<file path="config.mk">
export PLATFORM = sky130hd
export DESIGN_NAME = alu_cmd_assembler
export DESIGN_NICKNAME = d
export VERILOG_FILES = /design/src/rtl/alu_cmd_assembler.sv
export SDC_FILE = /design/constraint.sdc
export NUM_CORES = 1
export LEC_CHECK = 0
export CAP_MARGIN = 10
export CORE_MARGIN = 2
export CORE_UTILIZATION = 45
export CTS_CLUSTER_SIZE = 24
export DETAILED_ROUTE_END_ITERATION = 10
export PLACE_DENSITY = 0.65
export SLEW_MARGIN = 20
export SYNTH_ARGS = -nofsm -noshare
export SYNTH_HDL_FRONTEND = slang
export SYNTH_SLANG_ARGS = --single-unit
</file>
<file path="constraint.sdc">
create_clock -name clk -period 3.55 [get_ports clk]
set_input_delay 0.5325 -clock clk [delete_from_list [all_inputs] [get_ports clk]]
set_output_delay 0.5325 -clock clk [all_outputs]
set_load 0.05 [all_outputs]
</file>
<file path="src/rtl/alu_cmd_assembler.sv">
// alu_cmd_assembler: gathers UART bytes into 5-byte ALU command frames
// (header/opcode, operand A big-endian, operand B big-endian) and presents
// each complete frame over a valid/ready handshake. It flags bad headers,
// inter-byte timeouts and bytes that arrive while a command is pending.
module alu_cmd_assembler #(
  parameter logic [3:0]  HDR_TAG        = 4'hA,
  parameter int unsigned TIMEOUT_CYCLES = 50000
) (
  input  logic        clk,
  input  logic        rst_n,
  input  logic [7:0]  rx_data,
  input  logic        rx_valid,
  input  logic        cmd_ready,
  output logic        cmd_valid,
  output logic [3:0]  cmd_op,
  output logic [15:0] cmd_a,
  output logic [15:0] cmd_b,
  output logic        frame_err,
  output logic        overrun,
  output logic        busy
);

  localparam int unsigned CW = (TIMEOUT_CYCLES > 2) ? $clog2(TIMEOUT_CYCLES) : 1;
  localparam logic [CW-1:0] TO_LAST = CW'(TIMEOUT_CYCLES - 1);

  typedef enum logic [2:0] {
    IDLE  = 3'd0,
    A_HI  = 3'd1,
    A_LO  = 3'd2,
    B_HI  = 3'd3,
    B_LO  = 3'd4,
    ISSUE = 3'd5
  } state_t;

  state_t        state_q, state_d;
  logic [CW-1:0] cnt_q, cnt_d;
  logic [3:0]    op_sh_q, op_sh_d;
  logic [15:0]   a_sh_q, a_sh_d;
  logic [7:0]    b_hi_sh_q, b_hi_sh_d;
  logic          cmd_valid_q, cmd_valid_d;
  logic [3:0]    cmd_op_q, cmd_op_d;
  logic [15:0]   cmd_a_q, cmd_a_d;
  logic [15:0]   cmd_b_q, cmd_b_d;
  logic          frame_err_q, frame_err_d;
  logic          overrun_q, overrun_d;
  logic          busy_q, busy_d;
  logic          eval_hdr;

  // Next-state, shadow capture, timeout counting and registered output values
  always_comb begin
    state_d     = state_q;
    cnt_d       = cnt_q;
    op_sh_d     = op_sh_q;
    a_sh_d      = a_sh_q;
    b_hi_sh_d   = b_hi_sh_q;
    cmd_op_d    = cmd_op_q;
    cmd_a_d     = cmd_a_q;
    cmd_b_d     = cmd_b_q;
    frame_err_d = 1'b0;
    overrun_d   = 1'b0;
    eval_hdr    = 1'b0;

    case (state_q)
      IDLE: begin
        cnt_d    = '0;
        eval_hdr = rx_valid;
      end
      A_HI, A_LO, B_HI, B_LO: begin
        if (rx_valid) begin
          cnt_d = '0;
          case (state_q)
            A_HI: begin
              a_sh_d[15:8] = rx_data;
              state_d      = A_LO;
            end
            A_LO: begin
              a_sh_d[7:0] = rx_data;
              state_d     = B_HI;
            end
            B_HI: begin
              b_hi_sh_d = rx_data;
              state_d   = B_LO;
            end
            default: begin
              cmd_op_d = op_sh_q;
              cmd_a_d  = a_sh_q;
              cmd_b_d  = {b_hi_sh_q, rx_data};
              state_d  = ISSUE;
            end
          endcase
        end else if (cnt_q == TO_LAST) begin
          state_d     = IDLE;
          frame_err_d = 1'b1;
          cnt_d       = '0;
        end else begin
          cnt_d = cnt_q + CW'(1);
        end
      end
      ISSUE: begin
        cnt_d = '0;
        if (cmd_ready) begin
          state_d  = IDLE;
          eval_hdr = rx_valid;
        end else if (rx_valid) begin
          overrun_d = 1'b1;
        end
      end
      default: begin
        state_d = IDLE;
        cnt_d   = '0;
      end
    endcase

    // A byte seen in IDLE, or alongside the handoff in ISSUE, is a header
    // candidate; sharing this path lets back-to-back frames skip IDLE.
    if (eval_hdr) begin
      if (rx_data[7:4] == HDR_TAG) begin
        op_sh_d = rx_data[3:0];
        state_d = A_HI;
        cnt_d   = '0;
      end else begin
        frame_err_d = 1'b1;
      end
    end

    cmd_valid_d = (state_d == ISSUE);
    busy_d      = (state_d != IDLE);
  end

  // State, shadow and output registers with asynchronous clear
  always_ff @(posedge clk or negedge rst_n) begin
    if (!rst_n) begin
      state_q     <= IDLE;
      cnt_q       <= '0;
      op_sh_q     <= '0;
      a_sh_q      <= '0;
      b_hi_sh_q   <= '0;
      cmd_valid_q <= 1'b0;
      cmd_op_q    <= '0;
      cmd_a_q     <= '0;
      cmd_b_q     <= '0;
      frame_err_q <= 1'b0;
      overrun_q   <= 1'b0;
      busy_q      <= 1'b0;
    end else begin
      state_q     <= state_d;
      cnt_q       <= cnt_d;
      op_sh_q     <= op_sh_d;
      a_sh_q      <= a_sh_d;
      b_hi_sh_q   <= b_hi_sh_d;
      cmd_valid_q <= cmd_valid_d;
      cmd_op_q    <= cmd_op_d;
      cmd_a_q     <= cmd_a_d;
      cmd_b_q     <= cmd_b_d;
      frame_err_q <= frame_err_d;
      overrun_q   <= overrun_d;
      busy_q      <= busy_d;
    end
  end

  assign cmd_valid = cmd_valid_q;
  assign cmd_op    = cmd_op_q;
  assign cmd_a     = cmd_a_q;
  assign cmd_b     = cmd_b_q;
  assign frame_err = frame_err_q;
  assign overrun   = overrun_q;
  assign busy      = busy_q;

endmodule

</file>
==> summary.md, run 1 <==
| Metric | Value |
|---|---|
| Slew Limit Headroom | 0.527 |
| Design Area, Final | about 0.0044 mm^2 |
| Total grt overflow | 0 |
| Pwr Density | around 940 mW/mm^2 |
| Hold buffers post-CTS | 0 |
| CTS max path bufs | 2 |
| Sw Pwr | between 1500 and 2000 uW |
| Antenna-violating nets left | 0 |
| Postcts setup bufs | 0 |
| Die height | 93.2 um |
| Routed len/inst | around 15 um |
| Layout cell share with drive strength beyond 1 | 0.269 |
| Placer Congestion | 0.810 |
| Internal power | 2400 uW |
| # diodes | 0 |
| Starting density of the core | 0.463 |
| TritonCTS clock tree | built |
| Final hold viol count | 0 |
| Yosys Warn Count | 0 |
| Num CTS Buffers | 9 |
| Async S/R FF share, synth | 1.00 |
| Synth Register Bits | between 80 and 90 |
| Switch share | 0.418 |
| Final Cycle Share | 0.638 |
| Startpoint Class | primary input |
| Clock sinks | between 80 and 90 |
| Syn Std Cell Area | 0.00358 mm^2 |
| Crit. End Element | flip-flop |
| CORE AREA | around 0.0077 mm^2 |
| Pre-antenna DRT Iters | 4 |
| RSZ-0062 raised after global routing | false |
| Max-slew violations | 0 |
| Synth area leader | dfrtp_1 |
| Worst-path fanout max | 5 |
| Initial antenna violation count | 0 |
| Worst-path clk slew | ~0.10 ns |
| Sequential Power Share | 0.390 |
| # fillers | 643 |
| Comb power frac | 0.457 |
| F_max | roughly 0.44 GHz |
| DP Area | between 0.004 and 0.005 mm^2 |
| H-tree levels | 3 |
| PnR Total Power | a little over 4000 uW |
| Worst path arrival time | approximately 2.5 ns |
| Crit path cell chain | clkdlybuf4s50_1 > nor4bb_1 > nand4b_1 > mux2_2 |
| Most common cell in the netlist | dfrtp_1 |
| DR vias/cell | roughly 5.2 |
| Sequential area share after synthesis | 0.608 |
| Slowest CP cell | nor4bb_1 |
| Min-Delay Path Class | in -> async |
| GRT Total Usage | 0.169 |
| Total wire length | around 6.6 mm |
| Initial DRC Count | 118 |
| Pin count of the biggest net entering global routing | 37 |
| Drt drc | 0 |
| Post-synth cell types | 36 |
| Top_reg_cell synth | dfrtp_1 |
| Via count | ~2200 |
| Synthesized area per cell | between 10 and 15 um^2 |
| Post-Syn Instances | around 270 |
| Clock power share | 0.153 |
| Final setup viols | 0 |
| EDFF count, synth | 0 |
| DP HPWL | ~4.5 mm |
| Crit path buf inv count | 1 |
| Finished Core Util | 0.567 |
| CP Data Required Time | about 3.8 ns |
| Port Buffers | 51 |
| Leakage | about 0.0019 uW |
| Cell family with most CP delay | simple AND/OR/NAND/NOR gates |
| Multi-input logic area | approximately 0.0013 mm^2 |
| Io pins | 52 |
| Storage cell area | roughly 0.0022 mm^2 |
| Vias in the first global route | 2266 |
| Area share of the largest cell type after synthesis | 0.608 |
| Post-route minimum period | ~2.3 ns |
| Top post-synthesis cells by area | dfrtp_1, mux2_2, nor2_1 |
| First-pass GRT wire length | 11.3 mm |
| Root buf cell | clkbuf_8 |
| Slew @ Worst Pin | 0.701 ns |
| Outcome | finished, final reports clean |
| Setup TNS | 0 ns |
| Die area | 0.00868 mm^2 |
| Post_cts resized | 0 |
| Area grow syn2layout | 22.4% |
| Clk_skew | 0.00947 ns |
| Mapped Nets | around 280 |
| Peak VDD IR | a little over 0.5 mV |
| Worst path max stage delay | roughly 0.66 ns |
| Core Rows | 32 |
| Max-Cap Viols | 0 |
| Clk_lat worst skew | around 0.35 ns |
| Post-synth top cells | dfrtp_1, mux2_2, nor2_1 |
| Crit path kind | in -> reg |
| Nets | 335 |
| Die width | between 90 and 100 um |
==> cell type report <==
cell class	count	area share
inverter	4	0.00343
clock buffer	10	0.0291
clock inverter	6	0.0120
multi-input combinational	165	0.306
timing repair buffer	55	0.123
sequential	87	0.497
tap	102	0.0291
==> worst paths after layout <==
| kind | start | slack (ns) | end | depth (start not counted) |
|---|---|---|---|---|
| worst max-delay path | rx_data[7] | 1.29 | op_sh_q[0] | 4 |
| min in group clk | cnt_q[0] | 0.50 | cnt_q[0] | 1 |
| worst max register to register | cnt_q[0] | 1.48 | cnt_q[13] | 5 |
| worst min register to register | cnt_q[0] | 0.50 | cnt_q[0] | 1 |
| worst min-delay path | rst_n | 0.10 | cmd_a[8] | 1 |
| max in group asynchronous | rst_n | 2.66 | cmd_a[15] | 2 |
==> placed cells by master, fill, tap and decap left out, types with 3 or more instances in the layout <==
| cell type | instances |
|---|---|
| nand4_1 | 3 |
| nor2_1 | 23 |
| nor4_1 | 4 |
| xor2_1 | 5 |
| nand2_1 | 13 |
| clkdlybuf4s50_1 | 50 |
| nor4bb_1 | 3 |
| clkbuf_8 | 9 |
| nand3_1 | 10 |
| dfrtp_1 | 87 |
| nor3_1 | 3 |
| inv_1 | 4 |
| mux2_2 | 64 |
| buf_4 | 5 |
| xnor2_1 | 9 |
==> state kept, by name (all words and copies together) (netlist names) <==
name,flops
a_sh_q,16
b_hi_sh_q,8
busy,1
cmd_a,16
cmd_b,16
cmd_op,4
cmd_valid,1
cnt_q,16
frame_err,1
op_sh_q,4
overrun,1
state_q,3
==> power groups by stage <==
stage                     Combinational [uW]  Sequential [uW]  Clock (uW)
after global routing                    2000             1670         690
final                                   1890             1610         633
after detailed placement                1900             1640           0
after CTS                               1910             1620         652
after floorplan                          600             2320           0
after global placement                  1890             1620           0
==> through the flow <==
| stage | std cells | worst slack, ns | hold WS (ns) |
|---|---|---|---|
| detailed placement | 413 | 0.914 | 0.488 |
| CTS | 429 | 1.28 | 0.111 |
| floorplan | 266 | 1.74 | 0.237 |
| global route | 429 | 1.11 | 0.126 |
| global placement | 413 | 0.977 | 0.485 |
| finish | 429 | 1.29 | 0.101 |
==> logic make-up (layout without fill, tap and decap cells) <==
group | Yosys count | count (layout) | synth area share
adder cells (fa/ha/maj) | 1 | 1 | 0.00350
AO/OA/AOI/OAI | 12 | 12 | 0.0224
multiplexers | 64 | 64 | 0.201
buffers and inverters | 14 | 75 | 0.0168
flip-flops | 87 | 87 | 0.608
XOR/XNOR | 14 | 14 | 0.0343
AND/OR/NAND/NOR | 74 | 74 | 0.113
==> worst register-to-register path, stage by stage, from the launching register on <==
cell and delay [ns]:
dfrtp_1 0.40, ha_1 0.20, nand3_1 0.25, nand4b_1 0.42, nand2b_1 0.54, nor2_1 0.13
==> layer usage <==
| layer | wire length [um] | global-route usage | up-vias |
|---|---|---|---|
| met1 | 3300 | 0.244 | 1128 |
| met2 | 2920 | 0.249 | 42 |
| li1 | - | - | 1056 |
| met3 | 251 | 0.0395 | 10 |
| met4 | 119 | 0.0625 | 0 |
| met5 | 0 | 0 | - |
Power figures use the tool's default switching activity.
==> inputs of run 2 (changes only) <==
==> constraint.sdc (replaced) <==
create_clock -name clk -period 2.2 [get_ports clk]
set_input_delay 0.33 -clock clk [delete_from_list [all_inputs] [get_ports clk]]
set_output_delay 0.33 -clock clk [all_outputs]
set_load 0.05 [all_outputs]
==> run 2 against run 1 <==
- clock power rose by 93%
- total power rose by 68%
- worst hold slack improved by 0.37 ns
- cell count rose by 2.3%
- sequential cell count did not move
- core utilization rose by 1.9 points
- largest cell class unchanged
- highest routed layer unchanged
==> summary.md, run 2 (synthesis gave the netlist of run 1 again) <==
| Metric | Value |
|---|---|
| Core Rows | 32 |
| Internal power | between 4000 and 5000 uW |
| Commonest non-fill, non-tap cell in the layout | dfrtp_1 |
| Max-Cap Viols | 0 |
| Crit path buf inv count | 1 |
| Total wire length | 6.95 mm |
| Antenna-violating nets left | 0 |
| Crit. End Element | output port |
| Switch share | 0.400 |
| CP Data Required Time | around 1.9 ns |
| Slew Limit Headroom | 0.650 |
| Clk_lat worst skew | between 0.3 and 0.4 ns |
| Post_cts resized | 0 |
| Post-route minimum period | between 1.5 and 2 ns |
| Sequential Power Share | 0.376 |
| Die width | between 90 and 100 um |
| Pre-antenna DRT Iters | 4 |
| F_max | between 0.5 and 0.6 GHz |
| Num CTS Buffers | 9 |
| Routed len/inst | between 15 and 20 um |
| Worst-path fanout max | 2 |
| Slowest CP cell | clkdlybuf4s50_1 |
| Crit path cell chain | clkdlybuf4s50_1 |
| Layout cell share with drive strength beyond 1 | 0.291 |
| Slew @ Worst Pin | 0.523 ns |
| CORE AREA | a little under 0.008 mm^2 |
| Cell family with most CP delay | buffers and inverters |
| Commonest non-fill, non-tap cells in the layout | dfrtp_1, mux2_2, clkdlybuf4s50_1 |
| # fillers | ~650 |
| Initial antenna violation count | 0 |
| Worst-path clk slew | about 0.08 ns |
| Min-Delay Path Class | in -> async |
| GRT Total Usage | 0.176 |
| Max-slew violations | 0 |
| Final Cycle Share | 0.863 |
| Initial DRC Count | 85 |
| Outcome | finished, final reports clean |
| Die area | between 0.008 and 0.009 mm^2 |
| Placer Congestion | 0.763 |
| Drt drc | 0 |
| Final setup viols | 0 |
| PnR Total Power | approximately 6900 uW |
| Nets | ~350 |
| Pwr Density | 1530 mW/mm^2 |
| Via count | approximately 2300 |
| Sw Pwr | approximately 2800 uW |
| Crit path kind | reg -> out |
| TritonCTS clock tree | built |
| Worst path arrival time | 1.57 ns |
| Area grow syn2layout | 26.6% |
| # diodes | 0 |
| Total grt overflow | 0 |
| H-tree levels | 3 |
| Comb power frac | 0.448 |
| Leakage | 0.00194 uW |
| Vias in the first global route | ~2200 |
| DR vias/cell | between 5 and 6 |
| Clk_skew | approximately 0.0097 ns |
| Peak VDD IR | 0.802 mV |
| Startpoint Class | flip-flop |
| CTS max path bufs | 2 |
| Pin count of the biggest net entering global routing | 36 |
| Io pins | 52 |
| Final hold viol count | 0 |
| Worst path max stage delay | a little over 0.8 ns |
| DP HPWL | approximately 4.7 mm |
| First-pass GRT wire length | about 12 mm |
| Root buf cell | clkbuf_8 |
| Setup TNS | 0 ns |
| Clock sinks | 87 |
| Die height | roughly 93 um |
| Starting density of the core | 0.463 |
| Clock power share | 0.175 |
| Port Buffers | 51 |
| RSZ-0062 raised after global routing | false |
run 2: cell types whose count changed in the layout (fill, tap and decap cells not counted):
cell,before,now
bufinv_16,0,2
inv_6,2,1
dlygate4sd3_1,0,1
clkbuf_8,9,10
clkinv_2,0,1
clkbuf_1,1,0
buf_12,0,2
buf_4,5,13
clkinvlp_4,2,1
clkinv_4,1,0
inv_8,1,0
run 2: worst paths after layout:
path	start	endpoint	slack (ns)	depth (start not counted)
max in group asynchronous	rst_n	state_q[2]	1.11	3
min	rst_n	cnt_q[11]	0.47	2
min in group clk	op_sh_q[3]	op_sh_q[3]	0.51	1
max	cmd_b[0]	cmd_b[0]	0.30	1
max reg2reg	cnt_q[6]	cnt_q[15]	0.44	4
min reg2reg	op_sh_q[3]	op_sh_q[3]	0.51	1
run 2: layer usage:
metal / track usage / up-vias / routed length [um]
met5: 0 / - / 0
li1: - / 1079 / -
met4: 0.0404 / 0 / 57
met1: 0.267 / 1119 / 3540
met3: 0.0572 / 5 / 266
met2: 0.246 / 48 / 3090
run 2: timing repair:
item / CTS / global route
hold endpoints to repair: 33 / 0
buffers inserted: 0 / 0
hold buffers: 1 / 0
run 2: stage by stage:
stage	hold slack (ns)	instances	instance area [um^2]	setup WS [ns]	util
global placement	0.328	423	4300	0.145	0.557
global route	0.496	439	4530	0.233	0.586
finish	0.472	439	4530	0.302	0.586
floorplan	0.0344	266	3580	0.539	-
detailed placement	0.322	423	4300	0.155	0.557
CTS	0.472	439	4530	0.286	0.586
run 2: layout make-up:
cell class                      count  area [um^2]  share of cell area
Clock buffer                       10          138              0.0304
Timing Repair Buffer               66          648               0.143
Clock inverter                      5         81.3              0.0180
Multi-Input combinational cell    165         1340               0.296
Inverter                            4         15.0             0.00331
Tap cell                          102          128              0.0282
Sequential cell                    87         2180               0.481
run 2: power groups by stage:
stage	Clock [uW]	Sequential [uW]	Combinational (uW)
after floorplan	0	3740	968
after global placement	0	2630	3100
after detailed placement	0	2650	3130
after CTS	1260	2630	3140
after global routing	1320	2720	3280
final	1220	2610	3110
